### config.mk
export PLATFORM = sky130hd
export DESIGN_NAME = regfile_sb
export DESIGN_NICKNAME = d
export VERILOG_FILES = /design/src/rtl/regfile_sb.sv
export SDC_FILE = /design/constraint.sdc
export NUM_CORES = 1
export LEC_CHECK = 0
export BUFFER_PORTS_ARGS = -buffer_cell sky130_fd_sc_hd__buf_2
export CELL_PAD_IN_SITES_DETAIL_PLACEMENT = 0
export CELL_PAD_IN_SITES_GLOBAL_PLACEMENT = 1
export CORE_MARGIN = 3
export CORE_UTILIZATION = 44
export CTS_CLUSTER_SIZE = 40
export DETAILED_ROUTE_END_ITERATION = 6
export PLACE_DENSITY = 0.75
export SLEW_MARGIN = 40
export SYNTH_ARGS = -nofsm -noshare
export SYNTH_HDL_FRONTEND = slang
export SYNTH_SLANG_ARGS = --single-unit
### constraint.sdc
create_clock -name clk -period 4.9 [get_ports clk]
set_clock_uncertainty 0.15 [all_clocks]
set_input_delay 0.98 -clock clk [delete_from_list [all_inputs] [get_ports clk]]
set_output_delay 0.98 -clock clk [all_outputs]
set_load 0.1 [all_outputs]
### src/rtl/regfile_sb.sv
// regfile_sb: multi-port register file with a per-register busy scoreboard.
// r0 is hard-wired to zero and never busy. W1 (load/mem) has priority over
// W0 (ALU) when both write the same register. Reads are combinational and,
// when BYPASS=1, see same-cycle writeback data before it reaches the array.
module regfile_sb #(
   parameter int WIDTH   = 32,
   parameter int REGBITS = 3,
   parameter int NRD     = 2,
   parameter int BYPASS  = 1
) (
   input  logic                     clk,
   input  logic                     rst_n,
   input  logic [NRD*REGBITS-1:0]   ra_i,
   output logic [NRD*WIDTH-1:0]     rd_o,
   output logic [NRD-1:0]           rbusy_o,
   input  logic                     we0_i,
   input  logic [REGBITS-1:0]       wa0_i,
   input  logic [WIDTH-1:0]         wd0_i,
   input  logic                     we1_i,
   input  logic [REGBITS-1:0]       wa1_i,
   input  logic [WIDTH-1:0]         wd1_i,
   input  logic                     iss_i,
   input  logic [REGBITS-1:0]       iss_wa_i,
   output logic [(1<<REGBITS)-1:0]  busy_o,
   output logic                     wcoll_o
);

   localparam int NREG = 1 << REGBITS;

   logic [WIDTH-1:0]   regs_q [NREG];
   logic [WIDTH-1:0]   regs_d [NREG];
   logic [NREG-1:0]    busy_q;
   logic [NREG-1:0]    busy_d;
   logic               wcoll_q;
   logic               wcoll_d;

   // Writes that actually land in the array (r0 writes are dropped).
   logic               w0_live;
   logic               w1_live;

   // Per-read-port decode.
   logic [REGBITS-1:0] rd_addr [NRD];
   logic [NRD-1:0]     rd_hit0;
   logic [NRD-1:0]     rd_hit1;

   assign w0_live = we0_i && (wa0_i != '0);
   assign w1_live = we1_i && (wa1_i != '0);

   // Next array contents: W0 first, W1 afterwards so W1 wins an address tie.
   always_comb begin
      for (int r = 0; r < NREG; r++) begin
         regs_d[r] = regs_q[r];
      end
      if (w0_live) begin
         regs_d[wa0_i] = wd0_i;
      end
      if (w1_live) begin
         regs_d[wa1_i] = wd1_i;
      end
      regs_d[0] = '0;
   end

   // Scoreboard next state: a new reservation beats a completing write.
   always_comb begin
      busy_d = busy_q;
      for (int r = 1; r < NREG; r++) begin
         if (iss_i && (iss_wa_i == REGBITS'(r))) begin
            busy_d[r] = 1'b1;
         end else if ((w0_live && (wa0_i == REGBITS'(r))) ||
                      (w1_live && (wa1_i == REGBITS'(r)))) begin
            busy_d[r] = 1'b0;
         end
      end
      busy_d[0] = 1'b0;
   end

   // Collision flag: both writeback ports targeting the same nonzero register.
   always_comb begin
      wcoll_d = w0_live && w1_live && (wa0_i == wa1_i);
   end

   // State registers; reset clears data, scoreboard and flag.
   always_ff @(posedge clk or negedge rst_n) begin
      if (!rst_n) begin
         for (int r = 0; r < NREG; r++) begin
            regs_q[r] <= '0;
         end
         busy_q  <= '0;
         wcoll_q <= 1'b0;
      end else begin
         for (int r = 0; r < NREG; r++) begin
            regs_q[r] <= regs_d[r];
         end
         busy_q  <= busy_d;
         wcoll_q <= wcoll_d;
      end
   end

   // Read ports: address decode and match against live writes.
   always_comb begin
      rd_hit0 = '0;
      rd_hit1 = '0;
      for (int k = 0; k < NRD; k++) begin
         rd_addr[k] = ra_i[k*REGBITS +: REGBITS];
         rd_hit0[k] = w0_live && (wa0_i == rd_addr[k]);
         rd_hit1[k] = w1_live && (wa1_i == rd_addr[k]);
      end
   end

   // Read data and per-port stall; a forwarded write satisfies a pending source.
   always_comb begin
      rd_o    = '0;
      rbusy_o = '0;
      for (int k = 0; k < NRD; k++) begin
         if (rd_addr[k] == '0) begin
            rd_o[k*WIDTH +: WIDTH] = '0;
            rbusy_o[k]             = 1'b0;
         end else if ((BYPASS != 0) && rd_hit1[k]) begin
            rd_o[k*WIDTH +: WIDTH] = wd1_i;
            rbusy_o[k]             = 1'b0;
         end else if ((BYPASS != 0) && rd_hit0[k]) begin
            rd_o[k*WIDTH +: WIDTH] = wd0_i;
            rbusy_o[k]             = 1'b0;
         end else begin
            rd_o[k*WIDTH +: WIDTH] = regs_q[rd_addr[k]];
            rbusy_o[k]             = busy_q[rd_addr[k]];
         end
      end
   end

   assign busy_o  = busy_q;
   assign wcoll_o = wcoll_q;

endmodule
==> results.cfg <==
[synthesis]
syn-num-nets = 1948
synth_cell_types = 42
yosysSeqAreaShare = 0.362
syn_area_per_cell_sq_um = 8.60
synth-seq-cells = 232
ys_warn_count = 0
synth-main-ff-cell = dfrtp_1
synth_edf_count = 0
synth_area_leaders = dfrtp_1, mux2i_1, nor2_1, o22ai_1, o31ai_2
synth_area_sq_mm = 0.0160
synth.top_cell.area_share = 0.362
yosysTopAreaCell = dfrtp_1
ys_async_sr_fraction = 1.00
netlist_instances = 1864

[floorplanning]
die_w_um = 197
num_io_pins = 159
start_util = 0.448
fp.dieH_um = 197
fp.coreArea_sq_mm = 0.0357
rows = 69
die_area_sq_mm = 0.0387

[setup_path]
crit_arrival_ns = 3.23
rrSetupSlack_ns = 3.82
cp_slowest_stage_delay_ns = 0.54
crit_type = in -> out
cp_top_family = compound AO/OA/AOI/OAI gates
end_kind = primary output
slowest_stage = or2_2
cp.buffers_inverters = 3
cp.required_ns = 3.77
cp_max_fo = 19
startpoint_type = input port
path_cells = buf_2, o31ai_4, nor4_4, or2_2, buf_4, o31ai_2, buf_12

[power]
p_per_area_mw_per_mm2 = 422
p_leak_uw = 0.00838
irDropWorstVdd_mv = 0.274

[timing]
fin_crit_ns = 4.36
max_freq_mhz = 230
period_share = 0.889
setup_viol = 0
rsz0062_at_grt = false
finalHoldViolations = 0
fin_setup_tns_ns = 0
slew_headroom = 0.435
worstMarginPinSlew_ns = 0.847
finalMaxSlewViolations = 0

[global_routing]
antenna_found_initial = 2
grt_pass1_vias = 14000
grt_overflow = 0
grt_max_degree = 83
grt_first_pass_wirelength_um = 87800
grt_usage = 0.292

[route]
post_drt_wl_per_cell_um = 24.7
drt_wl_total_um = 58100
dr.pass1.iters = 6
vias = 14400
vias_per_cell = 6.12
drt-initial-drc-count = 1672
ant_nets = 0
remaining_drc_errors = 0

[clock_network]
clockRootBuffer = clkbuf_16
clock-sinks = 232
cts_max_path_buffers = 3
numCtsBuffers = 28
tritoncts = built
cts_setup_buffers = 0
cts_resized = 0
clkLatencyLatePin_ns = 0.54
clk_pin_slew_ns = 0.07
h-tree-depth = 1
hold_buffers = 0

[cells_and_area]
layout.cells.most_common = mux2i_1
drive_above_1_share = 0.180
area_delta_synth_final_pct = 16.7
final_cells = 2353
fill_cells = 3358
final_cell_mix = mux2i_1, nor2_1, dfrtp_1
fin_nets = 1959

[job]
max_cap_violations = 0

[place]
portBuffers = 157
gp_congestion = 0.846
hpwl_um = 34700
dp.cells = 2305

[hold_path]
hold_class = in -> async

[run_status]
status = finished clean
==> sequential cells by signal, indices dropped and copies added (netlist names) <==
name,flops
regs_q,224
busy_o,7
wcoll_o,1
==> stage by stage <==
stage	setup slack (ns)	total power (uW)	util	instance area (sq um)	hold slack (ns)
after floorplan	0.341	4890	-	16100	0.378
after global placement	0.601	5890	0.499	17800	0.369
after detailed placement	0.551	5950	0.499	17800	0.361
after CTS	0.536	7900	0.522	18700	0.310
after global routing	0.453	8240	0.523	18700	0.336
final	0.544	7890	0.523	18700	0.291
==> report_power, final <==
group / total [uW] / internal [uW] / switching [uW]
Combinational: 3250 / 1200 / 2050
Sequential: 2700 / 2340 / 355
Clock: 1950 / 1120 / 829
Total: 7890 / 4660 / 3240
==> synthesized netlist by cell type, types with 2 or more instances <==
master and count:
a31oi_1 2, o21ai_0 11, o31ai_2 58, buf_6 11, nand4_1 3, nand3b_1 2
and4bb_2 2, a21oi_1 133, clkbuf_1 125, xor2_2 3, o22ai_1 124, mux4_2 6
nor4_4 2, nand4b_1 6, buf_1 39, nor4bb_1 2, a211oi_1 4, nor2_1 259
or2_1 3, mux2_2 2, buf_2 46, o31ai_1 5, xnor2_1 6, nor3_1 132
buf_4 13, nand2b_1 5, nand2_1 174, o31ai_4 3, mux2i_1 344, nand3_1 4
xor2_1 3, o21ai_1 91, dfrtp_1 232
==> path summary, 6_finish.rpt <==
kind	start	to	cells past startpoint
setup reg to reg	busy_o[2]$_DFFE_PN0P_	busy_o[2]$_DFFE_PN0P_	2
min in group clk	busy_o[1]$_DFFE_PN0P_	busy_o[1]$_DFFE_PN0P_	2
hold reg to reg	busy_o[1]$_DFFE_PN0P_	busy_o[1]$_DFFE_PN0P_	2
setup / recovery	wa1_i[2]	rd_o[0]	7
hold / removal	rst_n	regs_q[0]$_DFF_PN0_	1
max in group asynchronous	rst_n	regs_q[156]$_DFF_PN0_	2
==> kinds of logic (layout without fill, tap and decap cells) <==
logic type / count (synthesis) / in the layout / synth area share
other cells: 1 / 2 / 0.000234
mux: 352 / 352 / 0.225
flops: 232 / 232 / 0.362
xor+xnor: 12 / 12 / 0.00797
simple gates: 598 / 598 / 0.160
buf+inv: 235 / 262 / 0.0668
compound gates: 434 / 434 / 0.178
==> per-layer routing <==
| metal | GRT usage | part of all wire | routed length, um | vias to the layer above |
|---|---|---|---|---|
| met5 | 0 | 0.00024 | 14 | - |
| met4 | 0.0853 | 0.030 | 1730 | 2 |
| met3 | 0.0361 | 0.069 | 3990 | 106 |
| met2 | 0.480 | 0.47 | 27200 | 681 |
| met1 | 0.407 | 0.43 | 25200 | 6987 |
| li1 | - | - | - | 6626 |
==> final cells by class <==
class                      count  area (sq um)  area share
clock inverter                 5          25.0     0.00134
timing repair buffer         215          2250       0.120
clock buffer                  41           801      0.0428
inverter                       1          3.75    0.000201
antenna                        1          2.50    0.000134
multi-input combinational   1397          9230       0.494
sequential                   232          5810       0.311
tap                          461           577      0.0309
No activity file was read; power rests on OpenSTA's default activity.
